## config.mk

```make
export PLATFORM = sky130hd
export DESIGN_NAME = writeback_unit
export DESIGN_NICKNAME = d
export VERILOG_FILES = /design/src/rtl/rv_pkg.sv /design/src/rtl/load_align.sv /design/src/rtl/writeback_unit.sv
export SDC_FILE = /design/constraint.sdc
export NUM_CORES = 1
export LEC_CHECK = 0
export CORE_MARGIN = 5
export CORE_UTILIZATION = 35
export CTS_BUF_LIST = sky130_fd_sc_hd__clkbuf_8
export DETAILED_ROUTE_END_ITERATION = 10
export PLACE_DENSITY = 0.64
export SYNTH_ARGS = -nofsm -noshare
export SYNTH_HDL_FRONTEND = slang
export SYNTH_SLANG_ARGS = --single-unit
```

## constraint.sdc

```tcl
create_clock -name clk -period 2.69 [get_ports clk]
set_input_delay 0.538 -clock clk [delete_from_list [all_inputs] [get_ports clk]]
set_output_delay 0.538 -clock clk [all_outputs]
set_load 0.01 [all_outputs]
```

## src/rtl/rv_pkg.sv

```systemverilog
// ---------------------------------------------------------------------------
// rv_pkg -- shared RISC-V definitions for the writeback stage and the
// load/store unit.
//
// Contents:
//   OP_*        major opcode constants (ir[6:0])
//   F3_*        load funct3 encodings (ir[14:12])
//   wb_state_t  writeback FSM state encoding
//   op_writes_rd()  true for opcodes that can write the register file
// ---------------------------------------------------------------------------
package rv_pkg;

    localparam logic [6:0] OP_LOAD   = 7'b0000011;
    localparam logic [6:0] OP_STORE  = 7'b0100011;
    localparam logic [6:0] OP_BRANCH = 7'b1100011;
    localparam logic [6:0] OP_JAL    = 7'b1101111;
    localparam logic [6:0] OP_JALR   = 7'b1100111;
    localparam logic [6:0] OP_LUI    = 7'b0110111;
    localparam logic [6:0] OP_FENCE  = 7'b0001111;

    localparam logic [2:0] F3_LB  = 3'b000;
    localparam logic [2:0] F3_LH  = 3'b001;
    localparam logic [2:0] F3_LW  = 3'b010;
    localparam logic [2:0] F3_LD  = 3'b011;
    localparam logic [2:0] F3_LBU = 3'b100;
    localparam logic [2:0] F3_LHU = 3'b101;
    localparam logic [2:0] F3_LWU = 3'b110;

    typedef enum logic {
        IDLE      = 1'b0,
        LOAD_WAIT = 1'b1
    } wb_state_t;

    // Stores, branches and fences never produce a register result.
    function automatic logic op_writes_rd(input logic [6:0] op);
        return !((op == OP_STORE) || (op == OP_BRANCH) || (op == OP_FENCE));
    endfunction

endpackage

```

## src/rtl/load_align.sv

```systemverilog
// ---------------------------------------------------------------------------
// load_align -- extracts a byte/halfword/word from an aligned memory word
// and sign- or zero-extends it to XLEN. Purely combinational.
//
// Parameters:
//   XLEN   datapath width, 32 or 64
//   OFF_W  byte-offset width, $clog2(XLEN/8)
// Ports:
//   funct3_i  in  3      load funct3 (LB/LH/LW/LD/LBU/LHU/LWU)
//   offset_i  in  OFF_W  low bits of the effective address
//   raw_i     in  XLEN   raw aligned memory word
//   data_o    out XLEN   formatted load value
// ---------------------------------------------------------------------------
module load_align
    import rv_pkg::*;
#(
    parameter int XLEN  = 32,
    parameter int OFF_W = $clog2(XLEN / 8)
) (
    input  logic [2:0]       funct3_i,
    input  logic [OFF_W-1:0] offset_i,
    input  logic [XLEN-1:0]  raw_i,
    output logic [XLEN-1:0]  data_o
);

    // Lane offsets: the low offset bits below the access size are ignored.
    // For XLEN=32 the word mask clears every offset bit, so a word access
    // always takes the whole word.
    localparam logic [OFF_W-1:0] HALF_MASK = ~OFF_W'(1);
    localparam logic [OFF_W-1:0] WORD_MASK = ~OFF_W'(3);

    logic [OFF_W-1:0] half_off;
    logic [OFF_W-1:0] word_off;
    logic [7:0]       byte_v;
    logic [15:0]      half_v;
    logic [31:0]      word_v;

    assign half_off = offset_i & HALF_MASK;
    assign word_off = offset_i & WORD_MASK;

    assign byte_v = 8'(raw_i >> {offset_i, 3'b000});
    assign half_v = 16'(raw_i >> {half_off, 3'b000});
    assign word_v = 32'(raw_i >> {word_off, 3'b000});

    always_comb begin
        // NOTE: every path assigns data_o (default first), so no latch is inferred.
        data_o = raw_i;
        case (funct3_i)
            F3_LB:  data_o = XLEN'($signed(byte_v));
            F3_LBU: data_o = XLEN'(byte_v);
            F3_LH:  data_o = XLEN'($signed(half_v));
            F3_LHU: data_o = XLEN'(half_v);
            F3_LW:  data_o = XLEN'($signed(word_v));
            F3_LWU: if (XLEN == 64) data_o = XLEN'(word_v);
            F3_LD:  data_o = raw_i;
            default: data_o = raw_i;
        endcase
    end

endmodule

```

## src/rtl/writeback_unit.sv

```systemverilog
// ---------------------------------------------------------------------------
// writeback_unit -- RISC-V writeback stage driving the register-file write
// port. Selects link address / LUI immediate / formatted load / ALU result,
// and stalls upstream (in_ready=0) while a load response is outstanding.
//
// Optional feature: define WB_RETIRE_CNT_EN to add a 64-bit retire counter
// output (retire_cnt) that counts every completed instruction.
//
// Ports:
//   clk, rst             clock; synchronous active-high reset
//   in_valid / in_ready  upstream handshake (in_ready=1 only in IDLE)
//   ir, pc, alu_a        instruction word, its pc, execute result
//   addr_lo              low bits of the load effective address
//   mem_valid, mem_rdata load response strobe and raw aligned word
//   wb_en/addr/data      registered register-file write port (wb_en pulses)
//   busy                 high while waiting for load data
//   retire_cnt           (WB_RETIRE_CNT_EN only) completed-instruction count
// ---------------------------------------------------------------------------
module writeback_unit
    import rv_pkg::*;
#(
    parameter int XLEN    = 32,
    parameter int REG_AW  = 5,
    parameter int PC_STEP = 1,
    parameter int OFF_W   = $clog2(XLEN / 8)
) (
    input  logic              clk,
    input  logic              rst,
    input  logic              in_valid,
    output logic              in_ready,
    input  logic [31:0]       ir,
    input  logic [XLEN-1:0]   pc,
    input  logic [XLEN-1:0]   alu_a,
    input  logic [OFF_W-1:0]  addr_lo,
    input  logic              mem_valid,
    input  logic [XLEN-1:0]   mem_rdata,
    output logic              wb_en,
    output logic [REG_AW-1:0] wb_addr,
    output logic [XLEN-1:0]   wb_data,
    output logic              busy
`ifdef WB_RETIRE_CNT_EN
    ,
    output logic [63:0]       retire_cnt
`endif
);

    wb_state_t state_q, state_d;

    logic [31:0]       ir_q;
    logic [OFF_W-1:0]  addr_lo_q;
    logic              wb_en_q, wb_en_d;
    logic [REG_AW-1:0] wb_addr_q;
    logic [XLEN-1:0]   wb_data_q, wb_data_d;

    logic              accept;
    logic              in_is_load;
    logic              complete;
    logic [31:0]       sel_ir;
    logic [OFF_W-1:0]  sel_off;
    logic [6:0]        sel_op;
    logic [4:0]        sel_rd;
    logic [XLEN-1:0]   load_data;

    assign accept     = in_valid && in_ready;
    assign in_is_load = (ir[6:0] == OP_LOAD);

    // While waiting, the instruction on the inputs is not ours: format and
    // address the write from the captured load instead.
    assign sel_ir  = (state_q == LOAD_WAIT) ? ir_q      : ir;
    assign sel_off = (state_q == LOAD_WAIT) ? addr_lo_q : addr_lo;
    assign sel_op  = sel_ir[6:0];
    assign sel_rd  = sel_ir[11:7];

    // A completion is a non-load accept, a load accepted together with its
    // data, or load data arriving in LOAD_WAIT.
    assign complete = (state_q == LOAD_WAIT) ? mem_valid
                                             : (accept && (!in_is_load || mem_valid));

    load_align #(
        .XLEN  (XLEN),
        .OFF_W (OFF_W)
    ) u_load_align (
        .funct3_i (sel_ir[14:12]),
        .offset_i (sel_off),
        .raw_i    (mem_rdata),
        .data_o   (load_data)
    );

    // ---------------- FSM: state register ----------------
    always_ff @(posedge clk) begin
        // NOTE: sequential state uses non-blocking assignments so every register samples pre-edge values.
        if (rst) state_q <= IDLE;
        else     state_q <= state_d;
    end

    // ---------------- FSM: next state ----------------
    always_comb begin
        state_d = state_q;
        case (state_q)
            IDLE:      if (accept && in_is_load && !mem_valid) state_d = LOAD_WAIT;
            LOAD_WAIT: if (mem_valid)                          state_d = IDLE;
            default:   state_d = IDLE;
        endcase
    end

    // ---------------- FSM: outputs ----------------
    always_comb begin
        in_ready = (state_q == IDLE);
        busy     = (state_q == LOAD_WAIT);
    end

    // ---------------- Write data select ----------------
    always_comb begin
        wb_en_d = complete && op_writes_rd(sel_op) && (sel_rd != 5'd0);
        case (sel_op)
            OP_JAL, OP_JALR: wb_data_d = pc + XLEN'(PC_STEP);
            OP_LUI:          wb_data_d = XLEN'($signed({sel_ir[31:12], 12'b0}));
            OP_LOAD:         wb_data_d = load_data;
            default:         wb_data_d = alu_a;
        endcase
    end

    // ---------------- Datapath registers ----------------
    always_ff @(posedge clk) begin
        if (rst) begin
            ir_q      <= '0;
            addr_lo_q <= '0;
            wb_en_q   <= 1'b0;
            wb_addr_q <= '0;
            wb_data_q <= '0;
        end else begin
            if (state_q == IDLE && accept && in_is_load && !mem_valid) begin
                ir_q      <= ir;
                addr_lo_q <= addr_lo;
            end
            wb_en_q <= wb_en_d;
            // Address and data hold their last written values on suppressed cycles.
            if (wb_en_d) begin
                wb_addr_q <= REG_AW'(sel_rd);
                wb_data_q <= wb_data_d;
            end
        end
    end

    assign wb_en   = wb_en_q;
    assign wb_addr = wb_addr_q;
    assign wb_data = wb_data_q;

`ifdef WB_RETIRE_CNT_EN
    logic [63:0] retire_cnt_q;

    always_ff @(posedge clk) begin
        if (rst)           retire_cnt_q <= '0;
        else if (complete) retire_cnt_q <= retire_cnt_q + 64'd1;
    end

    assign retire_cnt = retire_cnt_q;
`endif

endmodule

```

==> impl_results.md, run 1 <==
- Share of cells above drive strength 1: around 17%
- Tot Pwr: 2.93 mW
- Avg Inst Size Synth: 7.72 sq um
- Hold-fix buffers at CTS: 0
- Most frequent cells in the layout: 173 x clkdlybuf4s50_1, 109 x buf_4, 100 x nand2_1
- Maxcap violations: 0
- Area grow syn2layout: 59.6%
- WS Path Type: input pin to flip-flop
- CTS sink count: 73
- CP Launch Type: input pin
- Post-layout minimum cycle time: 2.62 ns
- TritonCTS clock tree: yes
- RSZ-0062 raised after global routing: false
- Global Route Usage Sum: 25.9%
- Initial antenna violation count: 0
- Gate Count Post-Synth: 640
- Fill cells: 1302
- Worst-case clock buffer depth: 2
- Core area: 13900 sq um
- Antenna viol nets, final: 0
- Initial Utilization: between 30% and 40%
- Tightest hold margin: 0.458 ns
- CTS Buf Count: 9
- DRT Wirelength: ~22000 um
- Mapped Nets: 775
- Clk slew on worst S/H paths: 0.09 ns
- Slew HR: about 47%
- Htree depth: 3
- Met3 wire length: around 1600 um
- Post-synthesis sequential area ratio: 29.6%
- Data arrival time of the worst path: roughly 2.9 ns
- Skew-Pair Late Insertion Delay: 0.36 ns
- GP Congestion: 0.932
- #FFs+latches synth: 73
- Post-DR vias/cell: 5.71
- Post-detail-place hpwl: 17700 um
- WP data required: just under 3 ns
- Synth warn: 0
- Antenna diodes: 0
- Num ports: 174
- Static Leak: between 2 and 3 nW
- Power per cell area: 372 nW/um^2
- Wire length per cell: 20.4 um
- Setup violations, final: 0
- Number of core rows: 43
- Post-synth EDFFs: 0
- Grt ovf: 0
- Crit path capture type: flip-flop
- Met2 wire len: 10100 um
- Pin slew with the least headroom to its limit: 0.778 ns
- Uppermost layer routed: met4
- Largest net degree at the start of global routing: 37
- Sum of routed wire segments on met1: 10000 um
- VDD IR-drop max: 0.248 mV
- Pre-Repair DR Iteration Count: 5
- Netlist cell types: 65
- Vias: 6162
- Syn Std Cell Area: 4940 sq um
- Max Slew Vio Count: 0
- Tcrit/Tclk final: 97.3%
- Final nets: 1030
- Number of I/O port buffers: 173
- Crit path max fanout: 12
- Worst Hold Depth: 2
- Hold Fails Final Rpt: 0
- Post-synthesis async set-or-reset flop share: 0%
- Most common cell after layout, fill and taps aside: clkdlybuf4s50_1
- First-pass GRT wire length: 33700 um
- Clock skew: approximately 0.014 ns
- Initial drt markers: 517
- Number of global-route vias before repair: 6122
- F_max: 0.382 GHz
- Hold WC Path Type: flip-flop to flip-flop
- DRC: 0
- DIE AREA: 16600 sq um
- Status: finished clean
- R2r setup slk: 0.23 ns
- Final core utilization: 56.8%
- Synth Flop Type: dfxtp_1
- Root Driver: clkbuf_8
- R2r worst-path depth: 7
- Die Width: about 130 um
- Chip Height: 129 um
-- worst max-delay path, stage by stage --
cell	delay [ns]
clkdlybuf4s50_1	0.43
or4_4	0.56
a222oi_1	0.27
buf_4	0.19
buf_4	0.19
o221ai_1	0.13
a31oi_1	0.23
o221ai_1	0.16
a21oi_1	0.20
-- final timing paths --
check	startpoint	to
setup / recovery	ir[4]	wb_data[1]
hold / removal	ir_q[28]	ir_q[28]
setup reg to reg	busy	wb_data[16]
hold reg to reg	ir_q[28]	ir_q[28]
-- flip-flops by register name, indices dropped and copies added, names as in the netlist --
signal	cells
busy	1
wb_data	32
wb_addr	5
addr_lo_q	2
ir_q	32
wb_en	1
-- cell families (layout without fill, tap and decap cells) --
group	Yosys count	after routing	synth area share, %
compound gates	194	194	27.7
flops	73	73	29.6
fa+ha+maj	1	1	0.253
xor+xnor	28	28	4.96
simple gates	258	258	25.6
buf+inv	53	313	4.74
mux	33	33	7.19
-- report_power, final --
part / internal (mW) / switching, mW
Combinational: 0.430 / 0.333
Sequential: 1.12 / 0.0337
Clock: 0.551 / 0.459
-- final cells by class --
class	count	area, sq um	share of cell area [%]
tap	180	225	2.86
timing repair buffer	288	2660	33.7
multi-input combinational	514	3280	41.6
sequential	73	1470	18.6
inverter	9	33.8	0.429
clock inverter	6	90.1	1.14
clock buffer	10	138	1.75
-- layer usage --
metal | up-vias | GRT usage, %
li1 | 2937 | -
met1 | 2928 | 36.4
met2 | 266 | 40.6
met3 | 31 | 5.11
met4 | 0 | 6.92
met5 | - | 0
-- per-stage QoR --
stage	std cells	worst slack [ns]	instance area [sq um]	setup TNS (ns)
after floorplan	640	0.335	4940	0
after global placement	1062	-0.315	7620	-7.43
after detailed placement	1062	-0.326	7620	-7.23
after CTS	1078	0.0451	7850	0
after global routing	1080	0.00441	7880	0
final	1080	0.0723	7880	0
-- Yosys cell counts, types with 5 or more instances --
master	n	share of area [%]
o211ai_1	8	1.2
or4_1	9	1.4
and3_1	11	1.4
or3_1	7	0.89
a211oi_1	8	1.2
a32o_1	5	1.0
inv_1	9	0.68
nor2_1	44	3.3
o21ai_0	12	1.2
nand4_1	9	1.1
buf_2	13	1.3
and2_1	5	0.63
dfxtp_1	73	30
a21oi_1	66	6.7
o221ai_1	31	5.5
nand2_1	100	7.6
a221oi_1	9	1.6
nand3_1	14	1.4
o22ai_1	5	0.63
nor3_1	22	2.2
clkbuf_1	26	2.0
mux2_2	10	2.3
a2111oi_0	5	0.89
a2bb2oi_1	10	1.8
xor2_1	17	3.0
mux2i_1	22	4.5
nor4_1	8	1.0
xnor2_1	11	2.0
-- what timing repair did --
item,CTS,global route
resized for setup,0,8
setup buffers,0,1
endpoints found under the setup margin,0,23
No activity file was read; power rests on OpenSTA's default activity.
==> run 2: changes to the inputs <==
--- a/config.mk
+++ b/config.mk
@@ -9,7 +9,7 @@
 export CORE_UTILIZATION = 35
 export CTS_BUF_LIST = sky130_fd_sc_hd__clkbuf_8
 export DETAILED_ROUTE_END_ITERATION = 10
-export PLACE_DENSITY = 0.64
+export PLACE_DENSITY = 0.69
 export SYNTH_ARGS = -nofsm -noshare
 export SYNTH_HDL_FRONTEND = slang
 export SYNTH_SLANG_ARGS = --single-unit
==> impl_results.md, run 2 (synthesis results as in run 1) <==
- Seq pwr share: 41.6% (+2.1 points)
- Antenna viol nets, final: 0 (unchanged)
- Crit path max fanout: 6 (-6)
- Chip Height: 129 um (unchanged)
- Min-delay src: wb_data[2]
- CP Launch Type: input pin
- Grt ovf: 0 (unchanged)
- Hold-fix buffers at CTS: 0 (unchanged)
- Uppermost layer routed: met4
- Hold Fails Final Rpt: 0 (unchanged)
- Data arrival time of the worst path: 2.89 ns (-0.02 ns)
- Setup violations, final: 0 (unchanged)
- Crit path capture type: flip-flop
- Hold WC Path Type: flip-flop to flip-flop
- First-pass GRT wire length: 31700 um (-6.0%)
- VDD IR-drop max: 0.220 mV (-11%)
- Maxcap violations: 0 (unchanged)
- Post-DP Area: 7580 sq um (-0.56%)
- Htree depth: 3 (unchanged)
- R2r setup slk: 0.19 ns (-0.04 ns)
- Worst-case clock buffer depth: 2 (unchanged)
- CP delay by family, top: compound AO/OA/AOI/OAI gates
- Number of I/O port buffers: 173 (unchanged)
- R2r startpoint: busy
- Max incr delay on CP: 0.52 ns (-0.04 ns)
- Sw Pwr: 0.782 mW (-5.4%)
- Cell-internal power: 1.99 mW (-5.2%)
- Antenna diodes: 0 (unchanged)
- Post-detail-place hpwl: 16800 um (-4.9%)
- WS Path Type: input pin to flip-flop
- Most frequent cells in the layout: 173 x clkdlybuf4s50_1, 107 x buf_4, 100 x nand2_1
- Number of global-route vias before repair: 6043 (-1.3%)
- Met3 wire length: 1860 um (+17%)
- TritonCTS clock tree: yes
- Static Leak: 2.88 nW (-1.1%)
- CTS Buf Count: 9 (unchanged)
- CTS sink count: 73 (unchanged)
- Clock power frac: 31.3% (-3.2 points)
- Skew-Pair Late Insertion Delay: 0.37 ns (about the same)
- Initial antenna violation count: 0 (unchanged)
- Max Slew Vio Count: 0 (unchanged)
- Sum of routed wire segments on met1: 8500 um (-15%)
- Number of core rows: 43 (unchanged)
- Initial Utilization: 35.6% (unchanged)
- WP data required: 2.94 ns (-0.04 ns)
- Pre-Repair DR Iteration Count: 5 (unchanged)
- Post-DR vias/cell: 5.68 (-0.40%)
- Tcrit/Tclk final: 97.9% (+0.60 points)
- Tot Pwr: 2.78 mW (-5.2%)
- F_max: 0.380 GHz (-0.61%)
- Num ports: 174 (unchanged)
- Comb pwr share: 27.1% (+1.1 points)
- Initial drt markers: 637 (+23%)
- Largest net degree at the start of global routing: 40 (+8.1%)
- Final nets: 1028 (-0.19%)
- Global Route Usage Sum: 24.4% (-1.6 points)
- Share of cells above drive strength 1: 16.9% (-0.28 points)
- R2r worst-path depth: 7 (unchanged)
- Tightest hold margin: 0.457 ns (-0.000537 ns)
- Pin slew with the least headroom to its limit: 0.583 ns (-0.195 ns)
- Critical-path cell list: clkdlybuf4s50_1 -> mux2i_2 -> mux4_2 -> a21o_1 -> buf_4 -> o221ai_1 -> o211ai_1 -> a32o_1
- GP Congestion: 0.926 (-0.63%)
- Slowest-stage cell, CP: mux4_2
- DIE AREA: 16600 sq um (unchanged)
- Most common cell after layout, fill and taps aside: clkdlybuf4s50_1
- Status: finished clean
- Met2 wire len: 10200 um (+0.96%)
- Clk slew on worst S/H paths: 0.07 ns (-0.02 ns)
- DRC: 0 (unchanged)
- Wire length per cell: 19.5 um (-4.5%)
- Switching Share: 28.2% (-0.046 points)
- Post-layout minimum cycle time: 2.63 ns (+0.0160 ns)
- Slew HR: 60.0% (+13 points)
- Core area: 13900 sq um (unchanged)
- Vias: 6120 (-0.68%)
- RSZ-0062 raised after global routing: false
- Die Width: 129 um (unchanged)
- Worst Hold Depth: 2 (unchanged)
- Power per cell area: 355 nW/um^2 (-4.6%)
- Crit Reg-Reg Endpoint: wb_data[8]
- Clock skew: 0.0164 ns (+0.00189 ns)
- CP Buf/Inv Count: 2 (-1)
- DRT Wirelength: 21000 um (-4.8%)
- Area grow syn2layout: 58.4%
- Cell area after layout: 7830 sq um (-0.71%)
- Hold Path End: wb_data[2]
- Root Driver: clkbuf_8
## run 2: worst max-delay path by stage
stage	start	end	slack, ns	cells after the start
after floorplan	ir[4]	wb_data[0]	0.34	6
after global placement	ir[4]	wb_data[3]	-0.20	9
after detailed placement	ir[4]	wb_data[3]	-0.30	9
after CTS	ir[4]	wb_data[3]	0.09	9
after global routing	ir[4]	wb_data[3]	0.0004	10
final	addr_lo[0]	wb_data[8]	0.06	8
## run 2: layout make-up
| class | count | area [sq um] |
|---|---|---|
| timing repair buffer | 286 | 2630 |
| multi-input combinational | 514 | 3280 |
| tap | 180 | 225 |
| inverter | 9 | 33.8 |
| clock buffer | 10 | 138 |
| fill | 1280 | 6050 |
| clock inverter | 5 | 56.3 |
| sequential | 73 | 1470 |
## run 2: worst reg2reg max path, cell delays in order (launching register included)
cell and delay [ns]:
dfxtp_4 0.48, mux2i_2 0.26, mux4_2 0.52, a21o_1 0.28, buf_4 0.18, o221ai_1 0.27
o211ai_1 0.14, a32o_1 0.26
## run 2: per-layer routing
layer  GRT usage (%)  up-vias
met2            40.4      319
li1                -     2933
met5               0        -
met4            7.97        0
met3            6.68       45
met1            30.7     2823
## run 2: timing repair
item	in CTS	in global routing
gates resized for setup	0	10
endpoints found under the setup margin	0	23
setup buffers	0	3
## run 2: metrics by stage
step | utilization, % | setup slack, ns | setup TNS (ns) | std cells
2_1_floorplan | - | 0.335 | 0 | 640
3_3_place_gp | 54.6 | -0.201 | -4.82 | 1058
3_5_place_dp | 54.6 | -0.304 | -7.13 | 1058
4_1_cts | 56.0 | 0.0906 | 0 | 1073
5_1_grt | 56.4 | 0.000408 | 0 | 1077
6_report | 56.4 | 0.0563 | 0 | 1077
## run 2: power groups by stage
stage          registers, mW  logic, mW  clock network (mW)
2_1_floorplan           1.19      0.224                   0
3_3_place_gp            1.18      0.735                   0
3_5_place_dp            1.18      0.740                   0
4_1_cts                 1.16      0.745               0.888
5_1_grt                 1.16      0.801               0.928
6_report                1.15      0.752               0.869
==> run 3: changes to the inputs <==
--- a/config.mk
+++ b/config.mk
@@ -9,7 +9,9 @@
 export CORE_UTILIZATION = 35
 export CTS_BUF_LIST = sky130_fd_sc_hd__clkbuf_8
 export DETAILED_ROUTE_END_ITERATION = 10
+export HOLD_SLACK_MARGIN = 0.05
 export PLACE_DENSITY = 0.69
+export SKIP_CTS_REPAIR_TIMING = 1
 export SYNTH_ARGS = -nofsm -noshare
 export SYNTH_HDL_FRONTEND = slang
 export SYNTH_SLANG_ARGS = --single-unit
==> results of run 3 <==
Same layout as run 2: the final DEF is identical, and so are final timing and power.
